$ cat src/rtl/rtu_rsp_dispatcher_pkg.sv
// rtl/rtu_rsp_dispatcher_pkg.sv - shared types, default widths and sizing helper for the RTU response dispatcher
// Contents: default parameter constants, t_rtu_rsp record, f_log2_size().
package rtu_rsp_pkg;

  localparam int c_num_ports  = 7;
  localparam int c_prio_width = 3;
  localparam int c_fifo_depth = 2;

  // One queued response at the default widths.
  typedef struct packed {
    logic [c_num_ports-1:0]  mask;
    logic                    drop;
    logic [c_prio_width-1:0] prio;
  } t_rtu_rsp;

  // Bits needed to index n items; never less than 1 so single-item
  // configurations still get a legal vector width.
  function automatic int f_log2_size(input int n);
    int w;
    w = 1;
    while ((1 << w) < n) w = w + 1;
    return w;
  endfunction

endpackage

$ cat src/rtl/rtu_rsp_dispatcher_if.sv
// rtl/rtu_rsp_dispatcher_if.sv - result-input channel and per-port response lanes of the dispatcher
// master: the dispatcher (takes res_* and acks, drives ready, lanes and err)
// slave : the environment (match engine + swcore side)
interface rtu_rsp_dispatcher_if
  import rtu_rsp_pkg::*;
#(
  parameter int g_num_ports  = c_num_ports,
  parameter int g_prio_width = c_prio_width
);

  localparam int c_port_w = f_log2_size(g_num_ports);

  logic                                res_valid_i;
  logic                                res_ready_o;
  logic [c_port_w-1:0]                 res_port_i;
  logic [g_num_ports-1:0]              res_mask_i;
  logic                                res_drop_i;
  logic [g_prio_width-1:0]             res_prio_i;
  logic [g_num_ports-1:0]              rtu_rsp_valid_o;
  logic [g_num_ports-1:0]              rtu_rsp_ack_i;
  logic [g_num_ports*g_num_ports-1:0]  rtu_dst_port_mask_o;
  logic [g_num_ports-1:0]              rtu_drop_o;
  logic [g_num_ports*g_prio_width-1:0] rtu_prio_o;
  logic                                err_o;

  modport master (
    input  res_valid_i, res_port_i, res_mask_i, res_drop_i, res_prio_i, rtu_rsp_ack_i,
    output res_ready_o, rtu_rsp_valid_o, rtu_dst_port_mask_o, rtu_drop_o, rtu_prio_o, err_o
  );

  modport slave (
    output res_valid_i, res_port_i, res_mask_i, res_drop_i, res_prio_i, rtu_rsp_ack_i,
    input  res_ready_o, rtu_rsp_valid_o, rtu_dst_port_mask_o, rtu_drop_o, rtu_prio_o, err_o
  );

endinterface

$ cat src/rtl/rtu_rsp_port_fifo.sv
// rtl/rtu_rsp_port_fifo.sv - per-port response FIFO with occupancy counter
// Ports: clk_i, rst_i (sync, active-high), push_i/data_i, pop_i,
//        full_o/empty_o, data_o (head entry, all-zero while empty).
module rtu_rsp_port_fifo
  import rtu_rsp_pkg::*;
#(
  parameter int g_depth = 2,
  parameter int g_width = 11
) (
  input  logic               clk_i,
  input  logic               rst_i,
  input  logic               push_i,
  input  logic [g_width-1:0] data_i,
  input  logic               pop_i,
  output logic               full_o,
  output logic               empty_o,
  output logic [g_width-1:0] data_o
);

  localparam int c_ptr_w = f_log2_size(g_depth);

  logic [g_width-1:0] mem_q [g_depth];
  logic [c_ptr_w-1:0] wr_ptr_q, wr_ptr_d;
  logic [c_ptr_w-1:0] rd_ptr_q, rd_ptr_d;
  // One extra bit so full (== depth) and empty (== 0) never alias.
  logic [c_ptr_w:0]   cnt_q, cnt_d;
  logic               do_push, do_pop;

  assign full_o  = (cnt_q == (c_ptr_w+1)'(g_depth));
  assign empty_o = (cnt_q == '0);
  assign do_push = push_i & ~full_o;
  assign do_pop  = pop_i & ~empty_o;

  // Depth is a power of two, so pointers wrap by natural overflow.
  always_comb begin
    wr_ptr_d = wr_ptr_q;
    rd_ptr_d = rd_ptr_q;
    cnt_d    = cnt_q;
    if (do_push) wr_ptr_d = wr_ptr_q + c_ptr_w'(1);
    if (do_pop)  rd_ptr_d = rd_ptr_q + c_ptr_w'(1);
    case ({do_push, do_pop})
      2'b10:   cnt_d = cnt_q + (c_ptr_w+1)'(1);
      2'b01:   cnt_d = cnt_q - (c_ptr_w+1)'(1);
      default: cnt_d = cnt_q;
    endcase
  end

  always_ff @(posedge clk_i) begin
    if (rst_i) begin
      wr_ptr_q <= '0;
      rd_ptr_q <= '0;
      cnt_q    <= '0;
    end else begin
      wr_ptr_q <= wr_ptr_d;
      rd_ptr_q <= rd_ptr_d;
      cnt_q    <= cnt_d;
    end
  end

  // Storage needs no reset: the head is masked to zero while empty.
  always_ff @(posedge clk_i) begin
    if (do_push) mem_q[wr_ptr_q] <= data_i;
  end

  assign data_o = empty_o ? '0 : mem_q[rd_ptr_q];

endmodule

$ cat src/rtl/rtu_rsp_dispatcher.sv
// rtl/rtu_rsp_dispatcher.sv - queues RTU lookup results per ingress port and presents them on swcore response lanes
// Ports: clk_i, rst_i (sync, active-high), bus (rtu_rsp_dispatcher_if.master):
//        res_* result input with res_ready_o, per-port rtu_rsp_* lanes with acks, err_o.
module rtu_rsp_dispatcher
  import rtu_rsp_pkg::*;
#(
  parameter int g_num_ports  = c_num_ports,
  parameter int g_prio_width = c_prio_width,
  parameter int g_fifo_depth = c_fifo_depth
) (
  input logic                  clk_i,
  input logic                  rst_i,
  rtu_rsp_dispatcher_if.master bus
);

  localparam int c_entry_w = g_num_ports + 1 + g_prio_width;

  logic [g_num_ports-1:0]              sel, push, pop, full, empty;
  logic                                port_ok, ready;
  logic                                err_q, err_d;
  logic [g_num_ports-1:0]              stored_mask;
  logic [c_entry_w-1:0]                entry;
  logic [c_entry_w-1:0]                head [g_num_ports];
  logic [g_num_ports*g_num_ports-1:0]  mask_lanes;
  logic [g_num_ports-1:0]              drop_lanes;
  logic [g_num_ports*g_prio_width-1:0] prio_lanes;

  always_comb begin
    sel = '0;
    for (int p = 0; p < g_num_ports; p++) begin
      sel[p] = (32'(bus.res_port_i) == p);
    end
    port_ok = |sel;
    // Out-of-range ports are always accepted so they can be dropped.
    ready = port_ok ? |(sel & ~full) : 1'b1;
    push  = {g_num_ports{bus.res_valid_i & ready}} & sel;
    pop   = bus.rtu_rsp_ack_i & ~empty;
    // sel doubles as the self-bit: a frame is never sent back where it came in.
    stored_mask = bus.res_drop_i ? '0 : (bus.res_mask_i & ~sel);
    entry = {stored_mask, bus.res_drop_i, bus.res_prio_i};
    err_d = bus.res_valid_i & ~port_ok;
  end

  for (genvar p = 0; p < g_num_ports; p++) begin : g_port
    rtu_rsp_port_fifo #(
      .g_depth (g_fifo_depth),
      .g_width (c_entry_w)
    ) u_fifo (
      .clk_i   (clk_i),
      .rst_i   (rst_i),
      .push_i  (push[p]),
      .data_i  (entry),
      .pop_i   (pop[p]),
      .full_o  (full[p]),
      .empty_o (empty[p]),
      .data_o  (head[p])
    );
  end

  always_comb begin
    mask_lanes = '0;
    drop_lanes = '0;
    prio_lanes = '0;
    for (int p = 0; p < g_num_ports; p++) begin
      mask_lanes[p*g_num_ports +: g_num_ports]   = head[p][c_entry_w-1 -: g_num_ports];
      drop_lanes[p]                              = head[p][g_prio_width];
      prio_lanes[p*g_prio_width +: g_prio_width] = head[p][g_prio_width-1:0];
    end
  end

  always_ff @(posedge clk_i) begin
    if (rst_i) err_q <= 1'b0;
    else       err_q <= err_d;
  end

  assign bus.res_ready_o         = ready;
  assign bus.rtu_rsp_valid_o     = ~empty;
  assign bus.rtu_dst_port_mask_o = mask_lanes;
  assign bus.rtu_drop_o          = drop_lanes;
  assign bus.rtu_prio_o          = prio_lanes;
  assign bus.err_o               = err_q;

endmodule

$ cat src/flat_wrapper.sv
// flat-port wrapper written by rule: the top's interface ports become plain ports
module rtu_rsp_dispatcher_flat import rtu_rsp_pkg::*;
#(
  parameter int g_num_ports  = c_num_ports,
  parameter int g_prio_width = c_prio_width,
  parameter int g_fifo_depth = c_fifo_depth
)
  (clk_i, rst_i, bus_res_valid_i, bus_res_port_i, bus_res_mask_i, bus_res_drop_i, bus_res_prio_i, bus_rtu_rsp_ack_i, bus_res_ready_o, bus_rtu_rsp_valid_o, bus_rtu_dst_port_mask_o, bus_rtu_drop_o, bus_rtu_prio_o, bus_err_o);
  rtu_rsp_dispatcher_if #(.g_num_ports(g_num_ports), .g_prio_width(g_prio_width)) bus_i ();
  input logic clk_i;
  input logic rst_i;
  input wire logic [$bits(bus_i.res_valid_i)-1:0] bus_res_valid_i;
  input wire logic [$bits(bus_i.res_port_i)-1:0] bus_res_port_i;
  input wire logic [$bits(bus_i.res_mask_i)-1:0] bus_res_mask_i;
  input wire logic [$bits(bus_i.res_drop_i)-1:0] bus_res_drop_i;
  input wire logic [$bits(bus_i.res_prio_i)-1:0] bus_res_prio_i;
  input wire logic [$bits(bus_i.rtu_rsp_ack_i)-1:0] bus_rtu_rsp_ack_i;
  output wire logic [$bits(bus_i.res_ready_o)-1:0] bus_res_ready_o;
  output wire logic [$bits(bus_i.rtu_rsp_valid_o)-1:0] bus_rtu_rsp_valid_o;
  output wire logic [$bits(bus_i.rtu_dst_port_mask_o)-1:0] bus_rtu_dst_port_mask_o;
  output wire logic [$bits(bus_i.rtu_drop_o)-1:0] bus_rtu_drop_o;
  output wire logic [$bits(bus_i.rtu_prio_o)-1:0] bus_rtu_prio_o;
  output wire logic [$bits(bus_i.err_o)-1:0] bus_err_o;
  assign bus_i.res_valid_i = bus_res_valid_i;
  assign bus_i.res_port_i = bus_res_port_i;
  assign bus_i.res_mask_i = bus_res_mask_i;
  assign bus_i.res_drop_i = bus_res_drop_i;
  assign bus_i.res_prio_i = bus_res_prio_i;
  assign bus_i.rtu_rsp_ack_i = bus_rtu_rsp_ack_i;
  assign bus_res_ready_o = bus_i.res_ready_o;
  assign bus_rtu_rsp_valid_o = bus_i.rtu_rsp_valid_o;
  assign bus_rtu_dst_port_mask_o = bus_i.rtu_dst_port_mask_o;
  assign bus_rtu_drop_o = bus_i.rtu_drop_o;
  assign bus_rtu_prio_o = bus_i.rtu_prio_o;
  assign bus_err_o = bus_i.err_o;
  rtu_rsp_dispatcher #(.g_num_ports(g_num_ports), .g_prio_width(g_prio_width), .g_fifo_depth(g_fifo_depth)) u_core (.clk_i(clk_i), .rst_i(rst_i), .bus(bus_i));
endmodule
$ cat config.mk
export PLATFORM = sky130hd
export DESIGN_NAME = rtu_rsp_dispatcher_flat
export DESIGN_NICKNAME = d
export VERILOG_FILES = /design/src/rtl/rtu_rsp_dispatcher_pkg.sv /design/src/rtl/rtu_rsp_dispatcher_if.sv /design/src/rtl/rtu_rsp_port_fifo.sv /design/src/rtl/rtu_rsp_dispatcher.sv /design/src/flat_wrapper.sv
export SDC_FILE = /design/constraint.sdc
export NUM_CORES = 1
export LEC_CHECK = 0
export ABC_AREA = 1
export CAP_MARGIN = 20
export CORE_MARGIN = 2
export CORE_UTILIZATION = 59
export CTS_BUF_LIST = sky130_fd_sc_hd__clkbuf_16
export CTS_CLUSTER_DIAMETER = 150
export DETAILED_ROUTE_END_ITERATION = 6
export GPL_TIMING_DRIVEN = 0
export PLACE_DENSITY = 0.85
export SKIP_CTS_REPAIR_TIMING = 1
export SLEW_MARGIN = 25
export SYNTH_ARGS = -nofsm -noshare
export SYNTH_HDL_FRONTEND = slang
export SYNTH_HIERARCHICAL = 1
export SYNTH_SLANG_ARGS = --single-unit
$ cat constraint.sdc
create_clock -name clk_i -period 4.9 [get_ports clk_i]
set_clock_uncertainty 0.1 [all_clocks]
set_input_delay 0.735 -clock clk_i [delete_from_list [all_inputs] [get_ports clk_i]]
set_output_delay 0.735 -clock clk_i [all_outputs]
set_load 0.1 [all_outputs]
Yosys cells after proc, flatten, opt, wreduce, memory -nomap -nowiden
Memories as Yosys holds them, arrays and structs flattened. A register that Yosys moved wholly into a read port is not among the register bits.
Cells that the tools add are included.

operators by class
  $add $sub $neg = 28
  multiply operators = 0
  divide/modulo/power cells = 0
  $lt $le $gt $ge = 0
  equal/unequal tests = 27
  shifts and indexed selects = 0
  muxes and demuxes = 44
  bitwise logic cells = 38
  reductions and logical operators = 17

operators with widths
  kind                                                                 count
  11-bit two-way mux                                                   7
  1-bit two-way mux                                                    29
  7-bit bitwise AND                                                    4
  2-bit == test (second input constant)                                14
  2-bit case mux with 2 select lines                                   7
  7-bit inverter                                                       3
  1-bit bitwise AND                                                    16
  1-bit inverter                                                       15
  1-bit adder (second input constant)                                  14
  2-bit by 1-bit adder with 2-bit output (second input constant)       7
  2-bit by 1-bit == test with 1-bit output (second input constant)     7
  2-bit logical NOT                                                    7
  2-bit nonzero test                                                   7
  7-bit OR reduction                                                   2
  2-bit by 1-bit subtractor with 2-bit output (second input constant)  7
  3-bit == test (second input constant)                                3
  7-bit two-way mux                                                    1
  3-bit by 2-bit == test with 1-bit output (second input constant)     2
  3-bit by 1-bit == test with 1-bit output (second input constant)     1
  3-bit logical NOT                                                    1

storage, ports and cells
  bits in registers = 29
  latch bits = 0
  memory bits (writable) = 154
  ROM bits = 0
  logic and storage cells = 183
  memories = 7

memory list
  memory                         words  bits a word  rd ports  clocked after memory_dff  wr ports  RTL line                 RTL
  u_core.g_port[0].u_fifo.mem_q  2      11           1         1                         1         rtu_rsp_port_fifo.sv:22  logic [g_width-1:0] mem_q [g_depth];
  u_core.g_port[1].u_fifo.mem_q  2      11           1         1                         1         rtu_rsp_port_fifo.sv:22
  u_core.g_port[2].u_fifo.mem_q  2      11           1         1                         1         rtu_rsp_port_fifo.sv:22
  u_core.g_port[3].u_fifo.mem_q  2      11           1         1                         1         rtu_rsp_port_fifo.sv:22
  u_core.g_port[4].u_fifo.mem_q  2      11           1         1                         1         rtu_rsp_port_fifo.sv:22
  u_core.g_port[5].u_fifo.mem_q  2      11           1         1                         1         rtu_rsp_port_fifo.sv:22
  1 more memories                --     --           --        --                        --        --

Depth between registers and ports, before layout
Gate-level depths: netlist of run 1.

  word-level depth = 10
  mapped depth = 18
  mapped depth without buffers = 18

Modules after synthesis
Netlist of run 1, hierarchy kept.

modules (own cells, without submodules)
  module              times used  cells each  area each (sq um)  seq. area each (sq um)
  rtu_rsp_port_fifo   7           99          1103.6             760.7
  rtu_rsp_dispatcher  1           82          365.4              20.0

Worst setup path before layout of run 1
Ideal clock, no wire load.

  path type = input-to-reg
  start = in bus_res_port_i[2]
  end = mem u_core.g_port[0].u_fifo.mem_q[0][0] (enable)
  setup time = 378 ps
  arrival = 2557 ps
  path slack = 1865 ps
  stages on the path = 12
  path buffers = 1
  cells stage by stage = buf_4 > nor2_1 > nand2_1 > nand2_1 > nor2_1 > nand2_2 > nand2_4 > nor2_1 > inv_1 > nor2_4 > inv_2 > nor2_1

between the ends
  cells in the longest elaborated chain, start to end = 9
  elaborated cells between the ends (all ways) = 16
  those cells by class = eq/ne (6); mux (3); bitwise (4); reduce/logical (3)

RTL lines
  item                                                                    RTL line                  RTL
  from (decl)                                                             flat_wrapper.sv:13        input wire logic [$bits(bus_i.res_port_i)-1:0] bus_res_port_i;
  3-bit by 1-bit == test with 1-bit output, or another cell as far along  rtu_rsp_dispatcher.sv:31  sel[p] = (32'(bus.res_port_i) == p);
  7-bit bitwise AND                                                       rtu_rsp_dispatcher.sv:35  ready = port_ok ? |(sel & ~full) : 1'b1;
  7-bit OR reduction                                                      rtu_rsp_dispatcher.sv:35
  1-bit two-way mux *                                                     rtu_rsp_dispatcher.sv:35
  named net bus_res_ready_o                                               flat_wrapper.sv:18        output wire logic [$bits(bus_i.res_ready_o)-1:0] bus_res_ready_o;
  1-bit bitwise AND *                                                     rtu_rsp_dispatcher.sv:36  push = {g_num_ports{bus.res_valid_i & ready}} & sel;
  7-bit bitwise AND *                                                     rtu_rsp_dispatcher.sv:36
  named net u_core.push[0]                                                rtu_rsp_dispatcher.sv:18  logic [g_num_ports-1:0] sel, push, pop, full, empty;
  1-bit bitwise AND *                                                     rtu_rsp_port_fifo.sv:31   assign do_push = push_i & ~full_o;
  1-bit two-way mux *                                                     rtu_rsp_port_fifo.sv:62   if (do_push) mem_q[wr_ptr_q] <= data_i;
  1-bit two-way mux (not written as such) *                               rtu_rsp_port_fifo.sv:62
  to (decl)                                                               rtu_rsp_port_fifo.sv:22

Mark *: on every way through the listed nets, which the timed path passes. The rest lies on a longest branch.

Final worst setup path of run 1
  start = in bus_res_port_i[1]
  end = out bus_res_ready_o

between the ends
  cells in the longest elaborated chain, start to end = 4
  elaborated cells between the ends (all ways) = 11
  those cells by class = eq/ne (6); mux (1); bitwise (1); reduce/logical (3)

RTL lines
  item                                                                    RTL line
  3-bit by 1-bit == test with 1-bit output, or another cell as far along  rtu_rsp_dispatcher.sv:31
  7-bit bitwise AND                                                       rtu_rsp_dispatcher.sv:35
  7-bit OR reduction                                                      rtu_rsp_dispatcher.sv:35
  1-bit two-way mux *                                                     rtu_rsp_dispatcher.sv:35
  to (decl)                                                               flat_wrapper.sv:18

Mark *: on every way between the ends. The rest lies on a longest branch, timed or not.

==> results.json, run 1 <==
{
  "worst-r2r-cell-count": 11,
  "cpMostUsedCell": "nand2_1",
  "power_switching_mw": 0.780,
  "mostFrequentLayoutCells": "nand2_1 (218), edfxtp_1 (154), clkdlybuf4s50_1 (108), inv_1 (84), a21oi_1 (84)",
  "synth_warnings": 6,
  "seq_area_frac_synth_pct": 66.1,
  "drt-wirelength-per-cell_microns": 15.7,
  "grt_util_all_layers_pct": 24.5,
  "hp-class": "flop to flop",
  "clockBufferDepth": 2,
  "antenna_found_initial": 0,
  "cap_viol_max_count": 0,
  "cts_inserted_buffers": 17,
  "syn_nets": 806,
  "rsz0062_at_grt": "no",
  "grt_pass1_vias": 5413,
  "area_growth_pct": 23.2,
  "pin_count": 110,
  "clock.fmax_mhz": 259,
  "p_sw_share_pct": 23.2,
  "mappedNetlistArea_sq_mm": 0.00809,
  "fin_nets": 933,
  "crit_slowest_cell": "clkdlybuf4s50_1",
  "cts_tree": "done",
  "start_util_pct": 60.9,
  "die_h_microns": 121,
  "status": "completed",
  "relSlewSlack_pct": 32.2,
  "crit_path_max_fanout": 5,
  "via_per_inst": 5.21,
  "cts-root-buf": "clkbuf_16",
  "whs_path_depth": 2,
  "setup_viol": 0,
  "reg2reg_to": "u_core/g_port[1].u_fifo/mem_q[0][2]$_DFFE_PP_",
  "postSynthCellCount": 775,
  "setup_tns_ns": 0,
  "finalCriticalPeriod_ns": 3.86,
  "cts.sinks": 190,
  "max_slew.worst_pin.slew_ns": 1.01,
  "cp-end-kind": "output pin",
  "avgSynthCellArea_sq_um": 10.4,
  "die_w_microns": 121,
  "grt_overflow": 0,
  "worstHoldStart": "u_core/g_port[4].u_fifo/rd_ptr_q$_SDFFE_PP0P_",
  "critPathRequiredTime_ns": 4.07,
  "grt_pass1_wl_mm": 26.8,
  "grt_max_degree": 18,
  "start_kind": "input port",
  "diodes": 0,
  "share_comb_of_total_power_pct": 8.0,
  "row_count": 42,
  "regToRegSetupSlack_ns": 2.26,
  "power.leakage_nw": 3.73,
  "synth_top_area_share_pct": 57.2,
  "layout_setup_ws_ns": 1.04,
  "final_common_cell": "nand2_1",
  "first_iter_violations": 510,
  "crit_chain": "clkdlybuf4s50_1 -> nand2_1 -> nor2_1 -> nand2_1 -> nand2_1 -> nor2_1 -> nand2_2 -> clkdlybuf4s50_1",
  "critPathArrivalTime_ns": 3.02,
  "ys_ff_latch": 190,
  "drv_slew": 0,
  "yosysTopAreaCell": "edfxtp_1",
  "place_area_sq_mm": 0.00940,
  "routed_wl_mm": 17.2,
  "clockPowerShare_pct": 39.2,
  "via_count": 5687,
  "fin_crit_sh_pct": 78.7,
  "dp_hpwl_mm": 11.1,
  "numPortBuffers": 108,
  "gp_congestion": 0.831,
  "cp_slowest_stage_delay_ns": 1.14,
  "core-area_sq_mm": 0.0133,
  "p_int_mw": 2.57,
  "ys_types": 20,
  "drcViolationCount": 0,
  "ir_drop_uv": 262,
  "dieArea_sq_mm": 0.0147,
  "fin_area_sq_mm": 0.00997,
  "reg2reg_from": "u_core/g_port[4].u_fifo/cnt_q[0]$_SDFFE_PP0P_",
  "first_pass_iters": 5,
  "power_density_mw_per_mm2": 336,
  "cts-htree-levels": 4,
  "ant_nets": 0,
  "ys_top_cells_by_area": "edfxtp_1 (57%), nand2_1 (10%), dfxtp_1 (8.9%), a21oi_1 (5.2%), inv_1 (3.9%)",
  "finalHoldViolCount": 0,
  "pre_cts_slack_ns": 1.04,
  "drive_gt1_share_pct": 12.7,
  "clk_latency_ns": 0.42,
  "clk_pin_slew_ns": 0.07,
  "seqPwrFrac_pct": 52.8,
  "final_core_util_pct": 75.0,
  "path_class": "input port to output pin"
}
## through the flow
step	std cells	hold WS, ns	power [mW]
final	1091	0.402	3.35
after floorplan	775	0.367	1.98
after CTS	1091	0.406	3.37
after global placement	1059	0.375	2.07
after global routing	1091	0.427	3.45
after detailed placement	1059	0.390	2.07
## worst max path at each step
stage,startpoint,endpoint,cells past startpoint
6_report,bus_res_port_i[1],bus_res_ready_o,8
5_1_grt,bus_res_port_i[1],bus_res_ready_o,8
4_1_cts,bus_res_port_i[1],bus_res_ready_o,8
3_5_place_dp,bus_res_port_i[1],bus_res_ready_o,8
3_3_place_gp,bus_res_port_i[0],bus_res_ready_o,8
2_1_floorplan,bus_res_port_i[2],u_core/g_port[0].u_fifo/mem_q[0][0]$_DFFE_PP_,12
## power by group through the flow
| stage | sequential (mW) | clock, mW | combinational (mW) |
|---|---|---|---|
| finish | 1.77 | 1.31 | 0.269 |
| global route | 1.77 | 1.39 | 0.285 |
| CTS | 1.77 | 1.33 | 0.269 |
| detailed placement | 1.80 | 0 | 0.268 |
| global placement | 1.80 | 0 | 0.264 |
| floorplan | 1.80 | 0 | 0.180 |
## layer usage
metal | part of all wire, % | track usage (%) | routed length [microns]
met1 | 41 | 31.5 | 7010
met2 | 50 | 41.2 | 8640
met3 | 6.6 | 4.51 | 1140
met4 | 2.1 | 9.88 | 367
met5 | 0 | 0 | 0
## kinds of logic after synthesis
| family | synth area share [%] |
|---|---|
| compound gates | 5.63 |
| fa+ha+maj | 1.08 |
| buf+inv | 6.48 |
| flops | 66.1 |
| simple gates | 20.7 |
## sequential cells by signal, summed over array words and instances, names as in the netlist, named ones only
signal	cells
u_core/g_port.u_fifo/mem_q	154
u_core/g_port.u_fifo/cnt_q	14
u_core/g_port.u_fifo/rd_ptr_q	7
u_core/g_port.u_fifo/wr_ptr_q	7
u_core/bus.err_o	1
## layout make-up
type | count | area, sq um
Multi-Input combinational cell | 465 | 2230
Buffer | 22 | 156
Tap cell | 176 | 220
Sequential cell | 190 | 5350
Timing Repair Buffer | 108 | 1080
Clock buffer | 17 | 425
Clock inverter | 15 | 146
Inverter | 98 | 368
Fill cell | 830 | 3320
## synth_stat cells, drive strengths merged
cell,instances
inv,98
dfxtp,36
nand3,9
nand2,227
edfxtp,154
nor3b,1
nand4,7
ha,7
a21oi,84
nand3b,2
o21ai,7
buf,22
nor2,121
## critical path, delay by kind of cell
family        cells  cell delay, ns
buf+inv           2            1.71
simple gates      6            0.58
(Power assumes the default switching activity.)
==> run 2: changes to the inputs <==
--- a/config.mk
+++ b/config.mk
@@ -8,12 +8,12 @@
 export ABC_AREA = 1
 export CAP_MARGIN = 20
 export CORE_MARGIN = 2
-export CORE_UTILIZATION = 59
+export CORE_UTILIZATION = 50
 export CTS_BUF_LIST = sky130_fd_sc_hd__clkbuf_16
 export CTS_CLUSTER_DIAMETER = 150
 export DETAILED_ROUTE_END_ITERATION = 6
 export GPL_TIMING_DRIVEN = 0
-export PLACE_DENSITY = 0.85
+export PLACE_DENSITY = 0.77
 export SKIP_CTS_REPAIR_TIMING = 1
 export SLEW_MARGIN = 25
 export SYNTH_ARGS = -nofsm -noshare
==> constraint.sdc (replaced) <==
create_clock -name clk_i -period 3.5 [get_ports clk_i]
set_clock_uncertainty 0.1 [all_clocks]
set_input_delay 0.525 -clock clk_i [delete_from_list [all_inputs] [get_ports clk_i]]
set_output_delay 0.525 -clock clk_i [all_outputs]
set_load 0.1 [all_outputs]
==> run 2 against run 1 <==
Effect of this change:
- utilization down 12 points
- cell count increased by 3.7%
- register-to-register slack lost 1.4 ns
- clock-buffer cell count grew 2
- sequential cell count is the same
- die area grew 17%
- worst setup slack got worse by 0.70 ns
- non-clock buffer count did not move
- worst hold slack worse by 0.024 ns
- power up 42%
- wire length is 0.36% lower
- sequential share of layout area down 0.42 points
==> results.json, run 2 (same netlist as run 1, synthesis figures left out) <==
{
  "power_density_mw_per_mm2": 475,
  "crit_slowest_cell": "clkdlybuf4s50_1",
  "path_class": "flop to output pin",
  "drt-wirelength-per-cell_microns": 15.1,
  "fin_area_sq_mm": 0.0100,
  "cts-root-buf": "clkbuf_16",
  "clk_latency_ns": 0.43,
  "first_pass_iters": 7,
  "pin_count": 110,
  "finalCriticalPeriod_ns": 3.16,
  "drcViolationCount": 0,
  "setup_tns_ns": 0,
  "clk_pin_slew_ns": 0.07,
  "fin_nets": 933,
  "cp-end-kind": "output pin",
  "antenna_found_initial": 0,
  "finalHoldViolCount": 0,
  "gp_congestion": 0.778,
  "dieArea_sq_mm": 0.0172,
  "regMostFlops": "u_core/g_port.u_fifo/mem_q",
  "drive_gt1_share_pct": 12.5,
  "status": "completed",
  "critPathRequiredTime_ns": 2.87,
  "first_iter_violations": 294,
  "mostFrequentLayoutCells": "nand2_1 (218), edfxtp_1 (154), clkdlybuf4s50_1 (107), inv_1 (87), a21oi_1 (84)",
  "cts-htree-levels": 4,
  "max_slew.worst_pin.slew_ns": 1.00,
  "grt_overflow": 0,
  "numPortBuffers": 108,
  "cap_viol_max_count": 0,
  "grt_pass1_vias": 5181,
  "drv_slew": 0,
  "relSlewSlack_pct": 33.1,
  "via_count": 5487,
  "clockBufferDepth": 2,
  "rsz0062_at_grt": "no",
  "hp-class": "input port to flop",
  "critPathArrivalTime_ns": 2.53,
  "power.leakage_nw": 3.77,
  "fillers": 1254,
  "crit_chain": "nor2_4 -> buf_6 -> a21oi_1 -> clkdlybuf4s50_1",
  "cts_inserted_buffers": 17,
  "place_area_sq_mm": 0.00945,
  "crit_path_max_fanout": 11,
  "grt_pass1_wl_mm": 26.3,
  "pre_cts_slack_ns": 0.0457,
  "cp_slowest_stage_delay_ns": 1.19,
  "die_w_microns": 131,
  "area_growth_pct": 24.2,
  "ant_nets": 0,
  "cts.sinks": 190,
  "routed_wl_mm": 17.1,
  "fin_hold_ws_ns": 0.378,
  "fin_crit_sh_pct": 90.3,
  "core-area_sq_mm": 0.0158,
  "largest_reg_flops": 154,
  "setup_viol": 0,
  "seqCellArea_sq_mm": 0.00535,
  "grt_max_degree": 18,
  "multi_input_area_sq_mm": 0.00223,
  "ir_drop_uv": 347,
  "dp_hpwl_mm": 11.0,
  "clock.fmax_mhz": 317,
  "reg_top3": "u_core/g_port.u_fifo/mem_q (154), u_core/g_port.u_fifo/cnt_q (14)",
  "grt_util_all_layers_pct": 20.1,
  "start_util_pct": 51.1,
  "cts_tree": "done",
  "die_h_microns": 131,
  "diodes": 0,
  "layout_setup_ws_ns": 0.341,
  "via_per_inst": 4.85,
  "start_kind": "flop",
  "row_count": 46,
  "final_common_cell": "nand2_1"
}
-- run 2: changes by cell type in the layout (fill, tap and decap cells not counted), moves of 2 or more --
cell,delta
clkbuf_16,+2
clkinvlp_4,-2
inv_1,+3
inv_6,-2
-- run 2: layout make-up --
cell class              instances  share of cell area [%]
flip-flops and latches        190                    53.2
multi-input cells             465                    22.2
repair buffers                108                    10.8
clock buffers                  19                    4.73
inverters                      98                    3.66
well taps                     216                    2.69
plain buffers                  22                    1.56
clock inverters                13                    1.22
-- run 2: metrics by stage --
stage	instances	util (%)	total power [mW]
final	1131	63.5	4.77
after global routing	1131	63.5	4.91
after CTS	1131	63.5	4.81
after detailed placement	1099	59.7	2.90
after global placement	1099	59.7	2.90
after floorplan	775	-	2.78
-- run 2: path summary, 6_finish.rpt --
| check | startpoint | cells past startpoint | slack [ns] | end |
|---|---|---|---|---|
| setup / recovery | u_core/g_port[4].u_fifo/cnt_q[0]$_SDFFE_PP0P_ | 4 | 0.34 | bus_rtu_dst_port_mask_o[33] |
| hold reg to reg | u_core/g_port[6].u_fifo/rd_ptr_q$_SDFFE_PP0P_ | 2 | 0.39 | flop |
| hold / removal | bus_res_port_i[2] | 3 | 0.38 | u_core/bus.err_o$_SDFF_PP0_ |
| setup reg to reg | u_core/g_port[4].u_fifo/cnt_q[0]$_SDFFE_PP0P_ | 11 | 0.88 | u_core/g_port[4].u_fifo/mem_q[0][4]$_DFFE_PP_ |
-- run 2: power breakdown --
part	switching, mW	total, mW	internal [mW]
clock	0.794	1.92	1.12
combinational	0.285	0.377	0.0919
sequential	0.0124	2.48	2.46
-- run 2: worst max-delay path, delay by kind of cell (launching register included) --
family	cells	cell delay, ns
flops	1	0.48
compound gates	1	0.18
simple gates	1	0.09
buf+inv	2	1.34
-- run 2: per-layer routing --
layer | vias up | track usage [%] | part of all wire (%)
li1 | 2768 | - | -
met3 | 22 | 4.01 | 5.8
met1 | 2544 | 24.9 | 42
met2 | 153 | 34.9 | 51
met4 | 0 | 7.73 | 1.9
met5 | - | 0 | 0
